### src/rtl/fetch_load_ctrl_pkg.sv
// Shared definitions for the fetch-load sequencer: FSM state encoding,
// UART command bytes and the default end-of-program marker.
package fetch_load_ctrl_pkg;

    typedef enum logic [2:0] {
        IDLE,
        LOAD,
        READY,
        RUN,
        STEP,
        DONE,
        ERR
    } state_t;

    localparam logic [7:0] CMD_LOAD = 8'h4C;
    localparam logic [7:0] CMD_CONT = 8'h43;
    localparam logic [7:0] CMD_STEP = 8'h53;

    localparam logic [31:0] HALT_WORD_DEFAULT = 32'hFFFF_FFFF;

endpackage

### src/rtl/fetch_load_ctrl_word_assembler.sv
// Collects UART bytes MSB first into a word; word_valid flags the byte
// that completes a word, with the full word presented alongside it.
module word_assembler #(
    parameter int NBITS = 32
) (
    input  logic             clk,
    input  logic             rst,
    input  logic             clear,
    input  logic             byte_valid,
    input  logic [7:0]       byte_data,
    output logic [NBITS-1:0] word,
    output logic             word_valid
);

    // Only the first three bytes need storing; the fourth is the live input.
    logic [NBITS-9:0] shift_q;
    logic [1:0]       count_q;

    assign word       = {shift_q, byte_data};
    assign word_valid = byte_valid && (count_q == 2'd3);

    always_ff @(posedge clk) begin
        if (rst || clear) begin
            shift_q <= '0;
            count_q <= '0;
        end else if (byte_valid) begin
            shift_q <= word[NBITS-9:0];
            count_q <= count_q + 2'd1;
        end
    end

endmodule

### src/rtl/fetch_load_ctrl.sv
// Fetch-stage sequencer: loads a program from the debug UART into
// instruction memory, then gates the pipeline in run or single-step mode.
module fetch_load_ctrl
    import fetch_load_ctrl_pkg::*;
#(
    parameter int               NBITS     = 32,
    parameter int               MEM_DEPTH = 256,
    parameter logic [NBITS-1:0] HALT_WORD = HALT_WORD_DEFAULT
) (
    input  logic             i_clk,
    input  logic             i_rst,
    input  logic [7:0]       i_rx_data,
    input  logic             i_rx_valid,
    input  logic             i_halt,
    output logic             o_inst_mem_wr_en,
    output logic [NBITS-1:0] o_inst_mem_data,
    output logic [NBITS-1:0] o_inst_mem_addr,
    output logic             o_load_sel,
    output logic             o_cpu_en,
    output logic             o_cpu_rst,
    output logic             o_done,
    output logic             o_error
);

    localparam int IDX_W = $clog2(MEM_DEPTH);
    localparam logic [IDX_W-1:0] LAST_IDX = IDX_W'(MEM_DEPTH - 1);

    state_t           state_q, state_d;
    logic [IDX_W-1:0] idx_q, idx_d;
    logic             write_now;
    logic             asm_clear;
    logic             asm_valid;
    logic             word_valid;
    logic [NBITS-1:0] word;

    word_assembler #(.NBITS(NBITS)) u_word_assembler (
        .clk        (i_clk),
        .rst        (i_rst),
        .clear      (asm_clear),
        .byte_valid (asm_valid),
        .byte_data  (i_rx_data),
        .word       (word),
        .word_valid (word_valid)
    );

    always_ff @(posedge i_clk) begin
        if (i_rst) begin
            state_q <= IDLE;
            idx_q   <= '0;
        end else begin
            state_q <= state_d;
            idx_q   <= idx_d;
        end
    end

    always_comb begin
        state_d   = state_q;
        idx_d     = idx_q;
        write_now = 1'b0;
        asm_clear = (state_q != LOAD);
        asm_valid = 1'b0;
        case (state_q)
            IDLE: begin
                if (i_rx_valid && i_rx_data == CMD_LOAD) begin
                    state_d = LOAD;
                    idx_d   = '0;
                end
            end
            LOAD: begin
                asm_valid = i_rx_valid;
                if (word_valid) begin
                    write_now = 1'b1;
                    // idx is held at the last slot rather than wrapped.
                    if (word == HALT_WORD) begin
                        state_d = READY;
                    end else if (idx_q == LAST_IDX) begin
                        state_d = ERR;
                    end else begin
                        idx_d = idx_q + 1'b1;
                    end
                end
            end
            READY: begin
                if (i_rx_valid) begin
                    if (i_rx_data == CMD_LOAD) begin
                        state_d = LOAD;
                        idx_d   = '0;
                    end else if (i_rx_data == CMD_CONT) begin
                        state_d = RUN;
                    end else if (i_rx_data == CMD_STEP) begin
                        state_d = STEP;
                    end
                end
            end
            RUN: begin
                if (i_halt) state_d = DONE;
            end
            STEP: begin
                state_d = i_halt ? DONE : READY;
            end
            DONE: begin
                if (i_rx_valid && i_rx_data == CMD_LOAD) begin
                    state_d = LOAD;
                    idx_d   = '0;
                end
            end
            ERR: begin
                state_d = ERR;
            end
            default: begin
                state_d = IDLE;
            end
        endcase
    end

    // Outputs follow the next state; the write cycle keeps the memory mux
    // and CPU reset asserted even when the load is finishing.
    always_ff @(posedge i_clk) begin
        if (i_rst) begin
            o_inst_mem_wr_en <= 1'b0;
            o_inst_mem_data  <= '0;
            o_inst_mem_addr  <= '0;
            o_load_sel       <= 1'b0;
            o_cpu_en         <= 1'b0;
            o_cpu_rst        <= 1'b1;
            o_done           <= 1'b0;
            o_error          <= 1'b0;
        end else begin
            o_inst_mem_wr_en <= write_now;
            if (write_now) begin
                o_inst_mem_data <= word;
                o_inst_mem_addr <= NBITS'({idx_q, 2'b00});
            end
            o_load_sel <= (state_d == LOAD) || write_now;
            o_cpu_en   <= (state_d == RUN) || (state_d == STEP);
            o_cpu_rst  <= (state_d == IDLE) || (state_d == LOAD) ||
                          (state_d == ERR) || write_now;
            o_done     <= (state_d == DONE);
            o_error    <= (state_d == ERR);
        end
    end

endmodule

### config.mk
export PLATFORM = sky130hd
export DESIGN_NAME = fetch_load_ctrl
export DESIGN_NICKNAME = d
export VERILOG_FILES = /design/src/rtl/fetch_load_ctrl_pkg.sv /design/src/rtl/fetch_load_ctrl_word_assembler.sv /design/src/rtl/fetch_load_ctrl.sv
export SDC_FILE = /design/constraint.sdc
export NUM_CORES = 1
export LEC_CHECK = 0
export CAP_MARGIN = 5
export CORE_MARGIN = 8
export CORE_UTILIZATION = 49
export CTS_CLUSTER_DIAMETER = 30
export CTS_CLUSTER_SIZE = 14
export DETAILED_ROUTE_END_ITERATION = 16
export HOLD_SLACK_MARGIN = 0.08
export PLACE_DENSITY = 0.79
export RECOVER_POWER = 50
export SLEW_MARGIN = 20
export SYNTH_ARGS = -nofsm -noshare
export SYNTH_HDL_FRONTEND = slang
export SYNTH_SLANG_ARGS = --single-unit
### constraint.sdc
create_clock -name i_clk -period 2.4 [get_ports i_clk]
set_input_delay 0.36 -clock i_clk [delete_from_list [all_inputs] [get_ports i_clk]]
set_output_delay 0.36 -clock i_clk [all_outputs]
set_load 0.01 [all_outputs]
# After elaboration in Yosys (flattened, before gate mapping)
# Cells that the tools add are included.
# totals
out_inout_bits	70
ff_bits	83
# op_classes
addsub	2
eq_ne	24
mux	21
reduce_logical	13
# op_table
op	count
two-way mux 8 bit	6
equality test 32 bit, second input constant	1
two-way mux 3 bit	10
equality test 8 x 7 -> 1 bit, second input constant	3
one-hot mux 8 bit (3 select lines)	1
equality test 3 bit, second input constant	6
one-hot mux 3 bit (6 select lines)	1
equality test 3 x 2 -> 1 bit, second input constant	3
adder 8 x 1 -> 8 bit, second input constant	1
equality test 8 bit, second input constant	1
inequality test 2 bit, second input constant	4
AND reduction 7 bit	1
equality test 3 x 1 -> 1 bit, second input constant	2
zero test 3 bit	2
logical OR 1 bit	6
inequality test 2 x 1 -> 1 bit, second input constant	2
two-way mux 1 bit	3
inequality test 3 x 1 -> 1 bit, second input constant	1
nonzero test 3 bit	1
adder 2 x 1 -> 2 bit, second input constant	1
equality test 2 bit, second input constant	1
logical AND 1 bit	2
OR reduction 2 bit	1

# Logic depth before layout (Yosys ltp)
# depth
ltp_word	10
depth_mapped	9

# Modules after synthesis
# Synthesis repeated with hierarchy kept, for this count alone.
# unflattened
hier_cells	420
hier_area_um2	3613.5
# by_module_without_submodules
mod	area_per_inst_um2	instances	cells_per_inst
fetch_load_ctrl	2573.7	1	325
word_assembler	1039.7	1	95

# Worst setup path before layout
# Ideal clock, no wire load.
# synth_path
kind	register to register
from	register state_q[2]
to	register idx_q[3]
stages_incl_launch_ff	10
setup_time_ps	70
setup_slack_ps	309
arrival_time_ps	2022
period_less_slack_ps	2091
path_cell_list	dfxtp_1 -> buf_2 -> nor3b_4 -> and3_1 -> buf_4 -> a21boi_1 -> or3_4 -> buf_6 -> or3_1 -> a21oi_1
# synth_via
elab_chain_len	5
elab_cells_between_ends	16
cone_classes	eq/ne (9); mux (2); reduce/logical (5)
# synth_rtl
item	line	source
from (decl)	fetch_load_ctrl.sv:28	state_t state_q, state_d;
from (signal assigned)	fetch_load_ctrl.sv:51	state_q <= state_d;
equality test 3 x 1 -> 1 bit	fetch_load_ctrl.sv:62	case (state_q)
two-way mux 1 bit	fetch_load_ctrl.sv:62	
logical AND 1 bit	fetch_load_ctrl_word_assembler.sv:20	assign word_valid = byte_valid && (count_q == 2'd3);
inequality test 2 x 1 -> 1 bit (no line)	-	
AND reduction 7 bit (no line)	-	
to (signal assigned)	fetch_load_ctrl.sv:52	idx_q <= idx_d;
to (decl)	fetch_load_ctrl.sv:29	logic [IDX_W-1:0] idx_q, idx_d;
# Parallel ways exist; a longest one is shown, timed or not.
# A chain may end at the register's enable or synchronous reset.

# Final worst setup path
# layout_path
from	input port i_rx_valid
to	register idx_q[5]
# layout_via
elab_chain_len	4
elab_cells_between_ends	7
cone_classes	eq/ne (3); mux (1); reduce/logical (3)
# layout_rtl
item	line	source
from (decl)	fetch_load_ctrl.sv:13	input logic i_rx_valid,
two-way mux 1 bit	fetch_load_ctrl.sv:62	
logical AND 1 bit	fetch_load_ctrl_word_assembler.sv:20	
inequality test 2 x 1 -> 1 bit (no line)	-	
AND reduction 7 bit (no line) *	-	
# Every way passes the cells marked *; elsewhere a longest branch is shown, timed or not.

==> out/qor.csv <==
stage,metric,value,unit
finish,Layout Nets,496,
finish,# fillers,579,
global_route,initial antenna violation count,0,
finish,n_diodes,0,
synth,#FFs+latches synth,83,
synth,register area share after synthesis,47.92,%
outcome,status,"complete, no violations",
placed_design,GP Congestion,0.8049,
worst_hold_path,HP Class,flip-flop to flip-flop,
synth,Post-Synthesis Cells,410,
setup_path,Worst setup EP type,flip-flop,
sta,Sum Neg Setup Slack,0,ns
power_and_ir_drop,Power Dens Cells,620.3,nW/µm²
finish,final instance area,4414,µm²
clock_tree,# hold bufs at CTS,0,
placed_design,post-DP HPWL,6095,µm
placed_design,dpl cell area,4188,µm²
clock_tree,clock latency on the worst-skew pair,0.35,ns
synth,leading register cell type out of synthesis,dfxtp_1,
finish,most frequent cells in the layout,"nand2_1 (88), dfxtp_1 (83), a21oi_1 (50), nor2_1 (38), dlygate4sd3_1 (37)",
global_route,global-route wire length before repair,14080,µm
floorplan,die height,100.1,µm
setup_path,worst path arrival time,2.55,ns
setup_path,critical path peak fanout,10,
finish,Layout area overhead,27.32,%
clock_tree,Clock Sink Count,83,
global_route,GRT Util Overall,17.26,%
global_route,grt total ovfl,0,
route,Routed Antenna Nets,0,
power_and_ir_drop,Worst VDD drop,0.0006279,V
synth,"Avg Cell Area, Syn",8.456,µm²
route,drt total wl,8620,µm
setup_path,Worst setup SP type,primary input,
route,post-route DRC violation count,0,
clock_tree,setup repair bufs after CTS,0,
placed_design,quantity of I/O buffers inserted on ports,57,
clock_tree,Clock Pin Slew Worst Setup and Hold Paths,0.08,ns
sta,worst-margin pin slew,0.8306,ns
clock_tree,CTS Buf Count,9,
route,1st-iter DRT viols,113,
sta,Final Max Slew Viols,0,
finish,area of the multi-input gates,1590,µm²
floorplan,DIE WIDTH,100.1,µm
route,via count,3029,
floorplan,FP Rows,30,
synth,Synth warnings,0,
setup_path,reg2reg path depth,6,
job,MaxCap Viol Count,0,
route,Vias/cell,5.196,
floorplan,initial core utilization,50.75,%
sta,"Hold Violations, Final",0,
synth,synth unique cells,46,
setup_path,FF-to-FF setup slack,0.19,ns
finish,storage element area,1662,µm²
power_and_ir_drop,Pwr Total,2738,µW
sta,max frequency,0.4419,GHz
clock_tree,H-tree levels,3,
finish,"commonest non-fill, non-tap cell in the layout",nand2_1,
worst_hold_path,Worst Hold Path Cells,2,
floorplan,# IOs,82,
global_route,vias in the first global route,2962,
synth,Post-synth EDFFs,0,
placed_design,Placed Cells,567,
finish,fin cells,583,
sta,fin crit period,2.263,ns
worst_hold_path,Worst Hold Path EP,o_inst_mem_addr[6],
clock_tree,Max Buffers Root-to-Sink,2,
setup_path,WP data required,2.68,ns
worst_hold_path,hold path start,o_inst_mem_addr[6],
synth,share of the synthesized area in the top cell type,47.92,%
clock_tree,CTS resizes,0,
sta,RSZ-0062 raised after global routing,no,
synth,Synth area leaders,"dfxtp_1 (48%), nand2_1 (9.5%), mux2i_1 (7.8%)",
clock_tree,root buf cell,clkbuf_8,
floorplan,core area,6832,µm²
setup_path,Setup Crit Path Kind,primary input to flip-flop,
sta,final worst-path cycle share,94.29,%
finish,layout cell share with drive strength beyond 1,9.856,%
power_and_ir_drop,leakage,0.001737,µW
synth,asr flop ratio synth,0,%
clock_tree,TritonCTS clock tree,done,
global_route,largest net degree at the start of global routing,42,
sta,final setup violation count,0,
synth,"Cell Area, Synth",3467,µm²
setup_path,reg2reg end,idx_q[5],
sta,Max transition margin,44.63,%
route,drt pass-1 iters,4,
sta,clock skew,0.007846,ns
setup_path,R2R Path Start,state_q[0],
floorplan,Die Area,10020,µm²
synth,leading area contributor after synthesis,dfxtp_1,
route,Wirelength per Cell,14.79,µm
[worst max-delay path by stage]
stage	end	slack [ns]	startpoint	cells past startpoint
finish	idx_q[5]	0.14	i_rx_valid	7
global route	idx_q[5]	0.02	state_q[0]	6
CTS	idx_q[7]	0.21	state_q[0]	6
detailed placement	idx_q[7]	-0.15	i_rx_data[7]	7
global placement	idx_q[5]	-0.12	i_rx_data[7]	7
floorplan	idx_q[3]	0.31	state_q[2]	9
[worst max-delay path: stages]
cell and delay [ns]:
dlygate4sd3_1 0.56, and4bb_2 0.26, and3_1 0.19, a21oi_1 0.09, or3_4 0.45, or4_1 0.48
a21oi_1 0.14
[power breakdown]
group          leakage [µW]  internal [µW]  switching (µW)
combinational      0.000956           84.7             108
clock              0.000112            646             504
sequential         0.000669           1390            10.2
[area by class of cell]
cell class	count	area share (%)
inverters	6	0.5102
repair buffers	85	17.77
multi-input cells	297	36.03
clock buffers	11	3.430
well taps	96	2.721
flip-flops and latches	83	37.64
clock inverters	5	1.899
[metrics by stage]
step / hold WS (ns) / utilization (%) / worst slack [ns]
2_1_floorplan: 0.4440 / - / 0.3086
3_3_place_gp: 0.4423 / 61.30 / -0.1158
3_5_place_dp: 0.4490 / 61.30 / -0.1483
4_1_cts: 0.4633 / 64.74 / 0.2105
5_1_grt: 0.4773 / 64.62 / 0.02031
6_report: 0.4585 / 64.62 / 0.1370
[cells in the mapped netlist, types with 2 or more instances]
library cell	number
nand3_1	8
o211ai_1	2
inv_1	6
nand4_1	7
and4bb_2	2
ha_1	2
mux2i_1	27
nand2_1	88
clkbuf_1	19
buf_4	25
dfxtp_1	83
o31ai_1	3
a31oi_1	3
or4_1	5
or3_1	3
nor2_1	38
and3_1	3
nand2b_1	3
xor2_1	2
a21oi_1	50
o21ai_0	5
nor3_1	2
[layer usage]
metal	part of all wire (%)	routed length (µm)	vias up	GRT usage [%]
li1	-	-	1488	-
met1	42	3658	1435	19.90
met2	50	4302	92	30.27
met3	6.3	540	14	4.221
met4	1.4	119	0	5.930
met5	0	0	-	0
[sequential cells by signal, indices dropped and copies added, names as in the netlist]
register                  cells
o_inst_mem_addr               8
idx_q                         8
o_error                       1
u_word_assembler.shift_q     24
state_q                       3
o_done                        1
o_inst_mem_wr_en              1
u_word_assembler.count_q      2
o_cpu_rst                     1
o_inst_mem_data              32
o_cpu_en                      1
o_load_sel                    1
[cells by family (layout without fill, tap and decap cells)]
group	count (synthesis)	after routing	share of synthesized area [%]
and+or+nand+nor	169	169	22.41
DFF	83	83	47.92
AOI/OAI and AO/OA	72	72	11.58
buffers and inverters	53	107	8.697
muxes	27	27	7.795
xor gates and xnor gates	3	3	0.7580
adders and majority gates	2	2	0.7216
other	1	24	0.1082
Note: power is estimated with default switching activity, not from simulation.
